$ cat src/rtl/wallace_mult_pipe.sv
// wallace_mult_pipe: 3-stage pipelined WIDTH x WIDTH Wallace-tree multiplier, signed/unsigned per beat,
// valid/ready handshake with a single stall that freezes every stage.
module wallace_mult_pipe #(
    parameter int WIDTH = 8,
    parameter int TAG_W = 4
) (
    input  logic               clk,
    input  logic               rst,
    input  logic               in_valid,
    output logic               in_ready,
    input  logic [WIDTH-1:0]   in_a,
    input  logic [WIDTH-1:0]   in_b,
    input  logic               in_signed,
    input  logic [TAG_W-1:0]   in_tag,
    output logic               out_valid,
    input  logic               out_ready,
    output logic [2*WIDTH-1:0] out_p,
    output logic [TAG_W-1:0]   out_tag
);
    localparam int PW = 2 * WIDTH;
    localparam int ROWS = WIDTH + 1;
    localparam logic [PW-1:0] BW_K = (PW'(1) << WIDTH) | (PW'(1) << (PW - 1));

    function automatic int layers(input int rows);
        int m = rows;
        int l = 0;
        while (m > 2) begin
            m = 2 * (m / 3) + m % 3;
            l++;
        end
        return l;
    endfunction

    localparam int LAYERS = layers(ROWS);

    logic stall;
    logic v1, v2, sg1;
    logic [WIDTH-1:0] a1, b1;
    logic [TAG_W-1:0] t1, t2;
    logic [PW-1:0] sum2, car2;
    logic [PW-1:0] pp [ROWS];
    logic [PW-1:0] r [ROWS];
    logic [PW-1:0] nx [ROWS];
    int n;

    assign stall = out_valid & ~out_ready;
    assign in_ready = ~stall;

    // Baugh-Wooley: cross terms involving exactly one sign bit are inverted; the extra row is the correction constant
    for (genvar i = 0; i < WIDTH; i++) begin : g_pp
        localparam logic [WIDTH-1:0] FLIP = (i == WIDTH - 1) ? {1'b0, {(WIDTH-1){1'b1}}} : {1'b1, {(WIDTH-1){1'b0}}};
        assign pp[i] = PW'((a1 & {WIDTH{b1[i]}}) ^ ({WIDTH{sg1}} & FLIP)) << i;
    end
    assign pp[WIDTH] = {PW{sg1}} & BW_K;

    // Wallace layers: every full group of three rows becomes a sum row and a shifted carry row
    always_comb begin
        r = pp;
        nx = '{default: '0};
        n = ROWS;
        for (int l = 0; l < LAYERS; l++) begin
            nx = '{default: '0};
            for (int k = 0; k < ROWS / 3; k++) begin
                if (k < n / 3) begin
                    nx[2*k]   = r[3*k] ^ r[3*k+1] ^ r[3*k+2];
                    nx[2*k+1] = ((r[3*k] & r[3*k+1]) | (r[3*k+2] & (r[3*k] | r[3*k+1]))) << 1;
                end
            end
            for (int k = 0; k < 2; k++) begin
                if (k < n % 3) nx[2*(n/3)+k] = r[3*(n/3)+k];
            end
            n = 2 * (n / 3) + n % 3;
            r = nx;
        end
    end

    always_ff @(posedge clk) begin
        if (rst) begin
            v1 <= 1'b0;
            v2 <= 1'b0;
            out_valid <= 1'b0;
            a1 <= '0;
            b1 <= '0;
            sg1 <= 1'b0;
            t1 <= '0;
            sum2 <= '0;
            car2 <= '0;
            t2 <= '0;
            out_p <= '0;
            out_tag <= '0;
        end else if (!stall) begin
            v1 <= in_valid;
            v2 <= v1;
            out_valid <= v2;
            if (in_valid) begin
                a1 <= in_a;
                b1 <= in_b;
                sg1 <= in_signed;
                t1 <= in_tag;
            end
            if (v1) begin
                sum2 <= r[0];
                car2 <= r[1];
                t2 <= t1;
            end
            if (v2) begin
                out_p <= sum2 + car2;
                out_tag <= t2;
            end
        end
    end
endmodule
$ cat config.mk
export PLATFORM = sky130hd
export DESIGN_NAME = wallace_mult_pipe
export DESIGN_NICKNAME = d
export VERILOG_FILES = /design/src/rtl/wallace_mult_pipe.sv
export SDC_FILE = /design/constraint.sdc
export NUM_CORES = 1
export LEC_CHECK = 0
export ABC_AREA = 1
export CORE_MARGIN = 5
export CORE_UTILIZATION = 48
export DETAILED_ROUTE_END_ITERATION = 8
export PLACE_DENSITY = 0.69
export RECOVER_POWER = 50
export SLEW_MARGIN = 10
export SYNTH_ARGS = -nofsm -noshare
export SYNTH_HDL_FRONTEND = slang
export SYNTH_SLANG_ARGS = --single-unit
$ cat constraint.sdc
create_clock -name clk -period 3.3 [get_ports clk]
set_input_delay 0.66 -clock clk [delete_from_list [all_inputs] [get_ports clk]]
set_output_delay 0.66 -clock clk [all_outputs]
set_load 0.005 [all_outputs]
Yosys cells after proc, flatten, opt, wreduce, memory -nomap -nowiden. Index checks and enable logic that the tools add are counted.

Register bits: 79.

Add/sub/neg operators: 1. Reduce and logical (&&, ||, !) cells: 3. Bitwise logic cells: 61.

Operator list (number): $and A8 B8 Y8 (8); $or A15 B15 Y15 (4); $xor A8 B8 Y8 (7); $xor A16 B16 Y16 (3); $and A15 B15 Y15 (3); $or A14 B15 Y15 (3); $xor A14 B16 Y16 (2); $and A14 B15 Y15 (2); $add A16 B16 Y16 (1); $xor A15 B16 Y16 (1); $and A15 B14 Y15 (1); $and A9 B15 Y15 (1); $xor A14 B15 Y15 (1); $and A13 B14 Y14 (1); $or A13 B14 Y14 (1); $xor A13 B14 Y14 (1); $and A13 B11 Y13 (1); $and A13 B12 Y13 (1); $or A11 B13 Y13 (1); $or A12 B13 Y13 (1); $xor A11 B13 Y13 (1); $xor A12 B13 Y13 (1); $and A11 B12 Y12 (1); $or A11 B12 Y12 (1); 14 further kinds (17).

Depth between registers and ports, before layout.
Word-level depth: 14. Mapped depth: 12.

Worst setup path after synthesis. OpenSTA, ideal clock, no wires.

Kind: reg-to-reg. From: register sg1. To: register sum2[10]. Path buffers: 2. Arrival time: 2870 ps. Required time: 3184 ps. Stages on the path, launching flop included: 13. Slack: 315 ps. Cells stage by stage: dfxtp_1 -> buf_2 -> buf_4 -> xor2_1 -> inv_1 -> ha_1 -> inv_1 -> fa_1 -> fa_1 -> inv_1 -> fa_1 -> o21ai_0 -> nor2_1.

RTL lines: start: declaration (line 37) `logic v1, v2, sg1;`; start signal: assignment (line 98) `sg1 <= in_signed;`; end signal: assignment (line 102) `sum2 <= r[0];`; end: declaration (line 40) `logic [PW-1:0] sum2, car2;`.

==> reports/metrics.cfg <==
[status]
status=finished clean

[clocking]
htree_num_levels=3
clkSlewWorstSetupHoldPaths_ns=0.08
cts_made_buffers=9
cts.repair.resized=0
cts-root-buf=clkbuf_8
cts_setup_buffers=0
cts_num_sinks=75
tritoncts=done
clk_latency_ns=0.36
cts_buffer_depth=2
hold_buffers=0

[synthesis]
syn_nets=762
synth-edff-count=0
yosys_warnings=0
syn-instance-count=666
synthTopCellsByArea=dfxtp_1 (30%), fa_1 (15%), nor2_1 (9.9%)
netlist_top_cells_count=nor2_1 (131), inv_1 (108), nand2_1 (108)
seq_area_frac_synth_pct=30.10
netlist_area_um2=4989
ys_seq_elements=75
async_reset_ff_share_pct=0
ys_types=29
syn_area_per_cell_um2=7.490
synth_top_area_cell=dfxtp_1
synth_ff_type=dfxtp_1
post-synth-top-count-cell=nor2_1
synth_top_area_share_pct=30.10

[sta]
layout_setup_ws_ns=0.2230
finalSetupViolCount=0
final_hold_viol_count=0
rsz0062_at_grt=no
finalSetupTns_ns=0
slew_headroom_pct=11.99
drv_slew=0
whs_ns=0.4686
fmax_mhz=325.0
finClkSkew_ns=0.01279
fin_crit_ns=3.077
worstMarginPinSlew_ns=1.315
fin_crit_sh_pct=93.24

[finish]
fillers=977
layout.cells.non_filler=831
final_nets=786
area_growth_pct=12.24
layout-drive-gt1-share_pct=3.885
antennaDiodeCount=0
finalInstanceArea_um2=5599
utilization_pct=54.73

[global_routing]
track_usage_pct=16.73
antenna_found_initial=0
grt_pass1_vias=3835
grt_max_degree=59
grt_pass1_wl_um=17570
gr-total-overflow=0

[pwr]
vdd_ir_drop_max_mv=0.2223
fin_total_pwr_mw=2.186
p_clk_share_pct=30.3
switching_share_pct=32.84
leakagePower_nw=2.863
p_seq_share_pct=47.2
combPwrFrac_pct=22.5
powerDensity_nw_per_um2=390.4
switchingPower_uw=717.9
internal-power_mw=1.468

[worst_setup_path]
critPathKind=register to register
crit_arrival_ns=3.32
required_ns=3.54
cp-end-kind=register
ff2ff_setup_slack_ns=0.22
critPathLaunchType=register
path_max_fanout=12

[route]
ant_nets=0
drt_drc_violations_left=0
vias=3978
via_per_inst=4.787
wl_per_cell_um=11.94
routed_wl_um=9925
drtIter0Drc=255
drt_first_pass_iters=5

[placement]
gp_congestion=0.9353
placed_cell_area_um2=5450
dp_hpwl_um=7618
portBuffers=46
dp.cells=815
post-place-ws_ns=0.2543

[floorplan]
die_x_um=111.9
io_pins=47
start_util_pct=48.76
dieArea_um2=12530
die_y_um=111.9
core_area_um2=10230
num_rows=37

[worst_hold_path]
hold_class=register to register

[flow_run]
max_cap_viol_count=0

[power by group through the flow]
stage	Clock (mW)	Sequential [mW]	Combinational, mW
final	0.663	1.03	0.492
after global routing	0.723	1.04	0.578
after CTS	0.690	1.03	0.507
after detailed placement	0	1.05	0.503
after global placement	0	1.05	0.486
after floorplan	0	1.01	0.392
[state kept, by name (all words and copies together) (netlist names)]
signal,flops
sg1,1
b1,8
v1,1
out_p,16
sum2,16
a1,8
out_valid,1
t1,4
v2,1
out_tag,4
t2,4
car2,11
[logic make-up after synthesis]
family,share of synthesized area (%)
AO/OA/AOI/OAI,9.280
AND/OR/NAND/NOR,20.82
buffers and inverters,12.59
XOR/XNOR,3.687
flip-flops,30.10
adder cells (fa/ha/maj),23.53
[final timing paths]
check,end,depth (start not counted),startpoint
max,sum2[9],11,sg1
min,v2,2,v2
max reg2reg,sum2[9],11,sg1
min reg2reg,v2,2,v2
[metal layers]
layer / wire, um / vias up / track usage [%]
met5: 0 / - / 0
li1: - / 2056 / -
met4: 185 / 0 / 5.208
met2: 4585 / 104 / 26.98
met1: 4680 / 1797 / 22.31
met3: 473 / 21 / 4.022
[layout by cell type, fill, tap and decap left out, drive strengths merged]
master and count:
nand3 16, a211oi 1, a21o 1, inv 114, o21bai 1, o21ai 65
ha 33, buf 5, xnor2 2, fa 38, clkdlybuf4s50 24, nand4 2
clkinv 1, a31oi 1, clkbuf 9, dlygate4sd3 22, a21oi 20, xor2 19
dfxtp 75, clkinvlp 3, nand2 110, nor2 133
[area by class of cell]
cell class	instances	area [um2]	share of cell area, %
clock buffer	9	123.9	2.212
tap	136	170.2	3.039
inverter	111	417.9	7.464
sequential	75	1501	26.82
clock inverter	7	57.56	1.028
multi-input combinational	442	2830	50.55
timing repair buffer	51	498.0	8.894
[worst max-delay path: stages, from the launching register on]
cell,delay (ns)
dfxtp_1,0.50
buf_4,0.29
xor2_1,0.17
inv_1,0.07
ha_1,0.28
inv_1,0.05
fa_1,0.38
fa_1,0.51
inv_1,0.05
fa_1,0.44
o21ai_0,0.17
nor2_1,0.06
Note: power is estimated with default switching activity, not from simulation.
